[config.mk]
export PLATFORM = sky130hd
export DESIGN_NAME = sr_ff_bank
export DESIGN_NICKNAME = d
export VERILOG_FILES = /design/src/rtl/sr_ff_bank.sv
export SDC_FILE = /design/constraint.sdc
export NUM_CORES = 1
export LEC_CHECK = 0
export ABC_CLOCK_PERIOD_IN_PS = 2600
export BUFFER_PORTS_ARGS = -buffer_cell sky130_fd_sc_hd__buf_2
export CORE_MARGIN = 1.5
export CORE_UTILIZATION = 37
export DETAILED_ROUTE_END_ITERATION = 12
export PLACE_DENSITY = 0.62
export SLEW_MARGIN = 10
export SYNTH_ARGS = -nofsm -noshare
export SYNTH_HDL_FRONTEND = slang
export SYNTH_SLANG_ARGS = --single-unit
[constraint.sdc]
create_clock -name clk -period 2.6 [get_ports clk]
set_input_delay 0.52 -clock clk [delete_from_list [all_inputs] [get_ports clk]]
set_output_delay 0.52 -clock clk [all_outputs]
set_load 0.02 [all_outputs]
[src/rtl/sr_ff_bank.sv]
// sr_ff_bank: synchronous bank of WIDTH flip-flops with a run-time mode
// (SR / JK / D / T) shared by all channels. In SR mode, the parameter
// SR_POLICY decides the result of s=r=1. An s=r=1 combination is also
// flagged, counted (saturating) and latched in a sticky bit.
// Optional feature macro: FF_BANK_EDGE_DETECT_EN adds the registered
// per-channel rise/fall outputs.
module sr_ff_bank #(
  parameter int               WIDTH     = 8,
  parameter logic [WIDTH-1:0] INIT      = {WIDTH{1'b0}},
  parameter int               SR_POLICY = 0,
  parameter int               CNT_W     = 4
) (
  input  logic             clk,
  input  logic             rst,
  input  logic             en,
  input  logic [1:0]       mode,
  input  logic [WIDTH-1:0] a,
  input  logic [WIDTH-1:0] b,
  input  logic             clr_err,
  output logic [WIDTH-1:0] q,
  output logic [WIDTH-1:0] qp,
  output logic             illegal,
  output logic [CNT_W-1:0] err_cnt,
  output logic             err_sticky
`ifdef FF_BANK_EDGE_DETECT_EN
  ,
  output logic [WIDTH-1:0] rise,
  output logic [WIDTH-1:0] fall
`endif
);

  localparam logic [1:0] MODE_SR = 2'b00;
  localparam logic [1:0] MODE_JK = 2'b01;
  localparam logic [1:0] MODE_D  = 2'b10;
  localparam logic [1:0] MODE_T  = 2'b11;

  localparam logic [1:0] POL_HOLD  = 2'd0;
  localparam logic [1:0] POL_SET   = 2'd1;
  localparam logic [1:0] POL_RESET = 2'd2;
  localparam logic [1:0] POLICY    = SR_POLICY[1:0];

  localparam logic [CNT_W-1:0] CNT_MAX = {CNT_W{1'b1}};
  localparam logic [CNT_W-1:0] CNT_ONE = {{(CNT_W-1){1'b0}}, 1'b1};

  logic [WIDTH-1:0] q_q, q_d;
  logic             illegal_q, illegal_d;
  logic [CNT_W-1:0] err_cnt_q, err_cnt_d;
  logic             err_sticky_q, err_sticky_d;
  logic             illegal_s;
  logic [CNT_W-1:0] cnt_base_s;
  logic             sticky_base_s;

  // An s=r=1 on any channel counts as a single illegal event for the cycle.
  assign illegal_s = en & (mode == MODE_SR) & (|(a & b));

  // Channel next-state: decode the shared mode per bit; en=0 holds everything.
  always_comb begin
    q_d = q_q;
    if (en) begin
      case (mode)
        MODE_SR: begin
          for (int i = 0; i < WIDTH; i++) begin
            case ({a[i], b[i]})
              2'b10: q_d[i] = 1'b1;
              2'b01: q_d[i] = 1'b0;
              2'b11: begin
                case (POLICY)
                  POL_SET:   q_d[i] = 1'b1;
                  POL_RESET: q_d[i] = 1'b0;
                  POL_HOLD:  q_d[i] = q_q[i];
                  default:   q_d[i] = q_q[i];
                endcase
              end
              default: q_d[i] = q_q[i];
            endcase
          end
        end
        MODE_JK: begin
          for (int i = 0; i < WIDTH; i++) begin
            case ({a[i], b[i]})
              2'b10:   q_d[i] = 1'b1;
              2'b01:   q_d[i] = 1'b0;
              2'b11:   q_d[i] = ~q_q[i];
              default: q_d[i] = q_q[i];
            endcase
          end
        end
        MODE_D:  q_d = a;
        MODE_T:  q_d = q_q ^ a;
        default: q_d = q_q;
      endcase
    end else begin
      q_d = q_q;
    end
  end

  // Error bookkeeping: the clear is applied first so a same-cycle event lands on zero.
  always_comb begin
    cnt_base_s    = err_cnt_q;
    sticky_base_s = err_sticky_q;
    err_cnt_d     = err_cnt_q;
    err_sticky_d  = err_sticky_q;
    illegal_d     = illegal_s;
    if (clr_err) begin
      cnt_base_s    = {CNT_W{1'b0}};
      sticky_base_s = 1'b0;
    end else begin
      cnt_base_s    = err_cnt_q;
      sticky_base_s = err_sticky_q;
    end
    if (illegal_s) begin
      err_cnt_d    = (cnt_base_s == CNT_MAX) ? CNT_MAX : (cnt_base_s + CNT_ONE);
      err_sticky_d = 1'b1;
    end else begin
      err_cnt_d    = cnt_base_s;
      err_sticky_d = sticky_base_s;
    end
  end

  // State and status registers with synchronous reset that overrides all inputs.
  always_ff @(posedge clk) begin
    if (rst) begin
      q_q          <= INIT;
      illegal_q    <= 1'b0;
      err_cnt_q    <= {CNT_W{1'b0}};
      err_sticky_q <= 1'b0;
    end else begin
      q_q          <= q_d;
      illegal_q    <= illegal_d;
      err_cnt_q    <= err_cnt_d;
      err_sticky_q <= err_sticky_d;
    end
  end

`ifdef FF_BANK_EDGE_DETECT_EN
  logic [WIDTH-1:0] rise_q, fall_q;

  // Edge flags compare the old and new q so they line up with the new value.
  always_ff @(posedge clk) begin
    if (rst) begin
      rise_q <= {WIDTH{1'b0}};
      fall_q <= {WIDTH{1'b0}};
    end else begin
      rise_q <= q_d & ~q_q;
      fall_q <= ~q_d & q_q;
    end
  end

  assign rise = rise_q;
  assign fall = fall_q;
`endif

  assign q          = q_q;
  assign qp         = ~q_q;
  assign illegal    = illegal_q;
  assign err_cnt    = err_cnt_q;
  assign err_sticky = err_sticky_q;

endmodule

**Yosys cells after proc, flatten, opt, wreduce, memory -nomap -nowiden**

Index checks and enable logic that the tools add are counted.
W data, S select, Z words.

- Register bits: 14
- Input port bits: 22
- Output and inout bits: 22
- Logic and storage cells: 102

- Add/sub/neg operators: 1
- Eq/ne operators: 44
- Mux-type cells: 22
- Bitwise operators: 13
- Reduce and logical (&&, ||, !) cells: 11

Operators by type and width:

| operator | number |
|---|---|
| $eq A2 B2 Y1 const B | 18 |
| $pmux W8 S4 | 1 |
| $ne A4 B1 Y1 const B | 7 |
| $ne A3 B1 Y1 const B | 8 |
| $pmux W1 S3 | 8 |
| $reduce_and A3 Y1 | 8 |
| $eq A2 B1 Y1 const B | 9 |
| $pmux W1 S2 | 8 |
| $mux W4 | 3 |
| $and A8 B8 Y8 | 1 |
| $not A1 Y1 | 8 |
| $not A8 Y8 | 1 |
| $reduce_or A8 Y1 | 1 |
| $xor A8 B8 Y8 | 1 |
| $add A4 B1 Y4 const B | 1 |
| $eq A4 B4 Y1 const B | 1 |
| $ne A4 B4 Y1 const B | 1 |
| $and A1 B1 Y1 | 2 |
| $logic_not A2 Y1 | 1 |
| $mux W1 | 2 |
| $reduce_bool A2 Y1 | 1 |

**Depth between registers and ports, before layout**

- Depth in word-level cells: 4
- Gate-level depth with buffers: 7
- Mapped depth without buffers: 6

**Worst setup path before layout**

Ideal clock, no wire load.

- Kind: input -> register
- From: input port a[1]
- To: register err_cnt_q[1] (netlist: err_cnt[1])
- Library setup time: 0.088 ns
- Data arrival time: 1.982 ns
- Required time: 2.512 ns
- Path slack: 0.530 ns
- Cell stages on the path: 5
- Buffers on the path: 0
- Path through: ha_1 -> or4_4 -> o31a_1 -> and4_4 -> nor4_2

- Cells in the longest elaborated chain, start to end: 4

RTL lines:

| element | line | text |
|---|---|---|
| from (decl) | 17 | `input logic [WIDTH-1:0] a,` |
| $and A8 B8 Y8 | 54 | `assign illegal_s = en & (mode == MODE_SR) & (\|(a & b));` |
| $reduce_or A8 Y1 | 54 |  |
| $and A1 B1 Y1 | 54 |  |
| $mux W4 | 111 | `if (illegal_s) begin` |
| to (signal assigned) | 125 | `err_cnt_q <= {CNT_W{1'b0}};` |
| to (signal assigned) | 130 | `err_cnt_q <= err_cnt_d;` |
| to (decl) | 47 | `logic [CNT_W-1:0] err_cnt_q, err_cnt_d;` |

Every way passes these cells.
A chain may end at the register's enable or synchronous reset.

**Final worst setup path**

Same ends and word-level chain as after synthesis.

==> results.json <==
{
  "post_cts_resize_count": 0,
  "timing.hold.ws_ps": 494,
  "power.total_uw": 679,
  "fp-row-count": 22,
  "max-clock-path-buffers": 2,
  "maximum_number_of_pins_on_one_net_before_global_route_repair": 22,
  "syn-mean-instance-area_um2": 8.17,
  "dp_worst_setup_slack_ps": 308,
  "synthesis.nets": 234,
  "reg2reg_depth": 4,
  "synth_top_area_share_pct": 23.3,
  "cellLeakagePower_uw": 0.000852,
  "num-nets-final": 275,
  "crit_path_end_kind": "register",
  "clock_insertion_delay_at_the_later_pin_of_the_skew_report_ps": 250,
  "layout_common_cells": "43 x sky130_fd_sc_hd__buf_2, 28 x sky130_fd_sc_hd__ha_1, 25 x sky130_fd_sc_hd__inv_1",
  "antenna_found_initial": 0,
  "global_route.usage.total_pct": 16.0,
  "outcome": "finished clean",
  "fmax_ghz": 0.492,
  "final.period_utilization_pct": 78.3,
  "dr.pass1.iters": 4,
  "vias": 1423,
  "period_minus_slack_ps": 2030,
  "setup.worst_path.start_class": "input port",
  "grt_first_pass_wirelength_um": 5580,
  "horizontal_extent_of_the_die_um": 66.8,
  "yosys.area.top_type": "sky130_fd_sc_hd__ha_1",
  "unrepaired_setup_endpoints_after_global_routing": "false",
  "layout-drive-gt1-share_pct": 23.2,
  "post_synthesis_instance_area_um2": 1500,
  "io-pin-count": 44,
  "cts_tree": "built",
  "timing.critical_path.required_ps": 2760,
  "tritoncts.num_buffers": 3,
  "final_critical_path_setup_slack_ps": 565,
  "clkSinkCount": 14,
  "die-area_um2": 4460,
  "drc_errors": 0,
  "cts-hold-fix-buffers": 0,
  "route.detailed.vias_per_inst": 5.23,
  "hold-path-cell-count": 2,
  "standard_cell_core_area_um2": 3770,
  "ys_async_sr_fraction_pct": 0,
  "worst-path-max-fanout": 6,
  "max_cap_violations": 0,
  "route.antenna.remaining_nets": 0,
  "timing.hold.worst.class": "register to register",
  "layout.cells.most_common": "sky130_fd_sc_hd__buf_2",
  "cts_max_level": 1,
  "post_synth_num_cell_types": 41,
  "clock-root-buffer": "sky130_fd_sc_hd__clkbuf_8",
  "syn-instance-count": 184,
  "drt-total-wl_um": 3300,
  "yosysWarnings": 0,
  "grt_overflow": 0,
  "post-dp-hpwl_um": 2520,
  "clock-skew-final_ps": 2.98,
  "yosys_register_bits": 14,
  "ranking_of_synthesized_cells_by_area": "sky130_fd_sc_hd__ha_1 23%, sky130_fd_sc_hd__dfxtp_1 19%, sky130_fd_sc_hd__inv_1 6.2%",
  "worst_slew_pin_slew_ps": 390,
  "synth-main-ff-cell": "sky130_fd_sc_hd__dfxtp_1",
  "crit_type": "input port to register",
  "path_clk_slew_ps": 60,
  "die_ht_um": 66.8,
  "maxSlewHeadroom_pct": 73.4,
  "io_buffer_count": 43,
  "detail_route.iter0.violations": 103,
  "report.final.hold_viol_count": 0,
  "post_cts_buffers": 0,
  "area.growth.synth_to_final_pct": 20.5,
  "fin_setup_tns_ps": 0,
  "finalMaxSlewViolations": 0,
  "vdd_drop_max_mv": 0.152,
  "utilization_pct": 48.1,
  "power.density_cell_area_nw_per_um2": 375,
  "grt_pass1_vias": 1263,
  "gp_congestion": 0.778,
  "initial_utilization_pct": 39.9,
  "crit_arrival_ps": 2200,
  "synth_edf_count": 0,
  "finalSetupViolCount": 0,
  "route.detailed.wl_per_inst_um": 12.1,
  "antennaDiodeCount": 0,
  "synth.yosys.seq_area_share_pct": 18.6
}
-- worst max-delay path, stage by stage --
cell and delay, ps:
sky130_fd_sc_hd__buf_2 120, sky130_fd_sc_hd__ha_1 230, sky130_fd_sc_hd__or4_4 550, sky130_fd_sc_hd__o31a_1 380
sky130_fd_sc_hd__and4_4 210, sky130_fd_sc_hd__nor4_2 190
-- worst paths after layout --
check | from | end | slack [ps]
setup / recovery | a[1] | err_cnt[1]$_SDFF_PP0_ | 570
hold / removal | q[4]$_SDFFE_PP0P_ | q[4]$_SDFFE_PP0P_ | 490
setup reg to reg | q[3]$_SDFFE_PP0P_ | q[3]$_SDFFE_PP0P_ | 1370
hold reg to reg | q[4]$_SDFFE_PP0P_ | q[4]$_SDFFE_PP0P_ | 490
-- logic make-up (layout without fill, tap and decap cells) --
kind of cell	after synthesis	in the layout	synth area share, %
and+or+nand+nor	57	57	23.5
xor gates and xnor gates	4	4	2.33
AOI/OAI and AO/OA	40	40	19.0
DFF	14	14	18.6
buffers and inverters	34	74	8.65
adders and majority gates	28	28	23.3
muxes	7	7	4.66
-- layout make-up --
cell class	instances	area (um2)
fillers	380	1960
well taps	48	60.1
multi-input cells	136	1090
flip-flops and latches	14	280
inverters	25	93.8
clock buffers	4	55.1
repair buffers	45	230
-- synth_stat cells (3+ instances only) --
cell,count
sky130_fd_sc_hd__a2111oi_0,3
sky130_fd_sc_hd__a211o_1,3
sky130_fd_sc_hd__a211oi_1,4
sky130_fd_sc_hd__a21oi_1,10
sky130_fd_sc_hd__a31o_1,3
sky130_fd_sc_hd__clkbuf_1,7
sky130_fd_sc_hd__dfxtp_1,14
sky130_fd_sc_hd__ha_1,28
sky130_fd_sc_hd__inv_1,25
sky130_fd_sc_hd__mux2i_1,7
sky130_fd_sc_hd__nand2_1,12
sky130_fd_sc_hd__nand2b_1,5
sky130_fd_sc_hd__nand3_1,6
sky130_fd_sc_hd__nand4bb_1,5
sky130_fd_sc_hd__nor2_1,9
sky130_fd_sc_hd__nor3b_1,3
sky130_fd_sc_hd__o311ai_1,5
sky130_fd_sc_hd__xnor2_1,4
-- flip-flops by register name (all words and copies together) (netlist names) --
| register | cells |
|---|---|
| illegal | 1 |
| err_cnt | 4 |
| q | 8 |
| err_sticky | 1 |
-- metal layers --
metal | vias up | wire (um) | track usage [%]
li1 | 731 | - | -
met1 | 650 | 1690 | 21.2
met2 | 40 | 1450 | 25.8
met3 | 2 | 159 | 3.72
met4 | 0 | 10 | 4.85
met5 | - | 0 | 0
-- through the flow --
step | cells | instance area [um2]
floorplan | 184 | 1500
global placement | 268 | 1760
detailed placement | 268 | 1760
CTS | 272 | 1810
global route | 272 | 1810
finish | 272 | 1810
-- where the power goes --
part / switching, uW / internal (uW) / total (uW) / leakage [uW]
combinational: 126 / 89.9 / 216 / 0.000709
clock: 85.9 / 134 / 220 / 0.0000288
sequential: 15.5 / 227 / 243 / 0.000115
No activity file was read; power rests on OpenSTA's default activity.
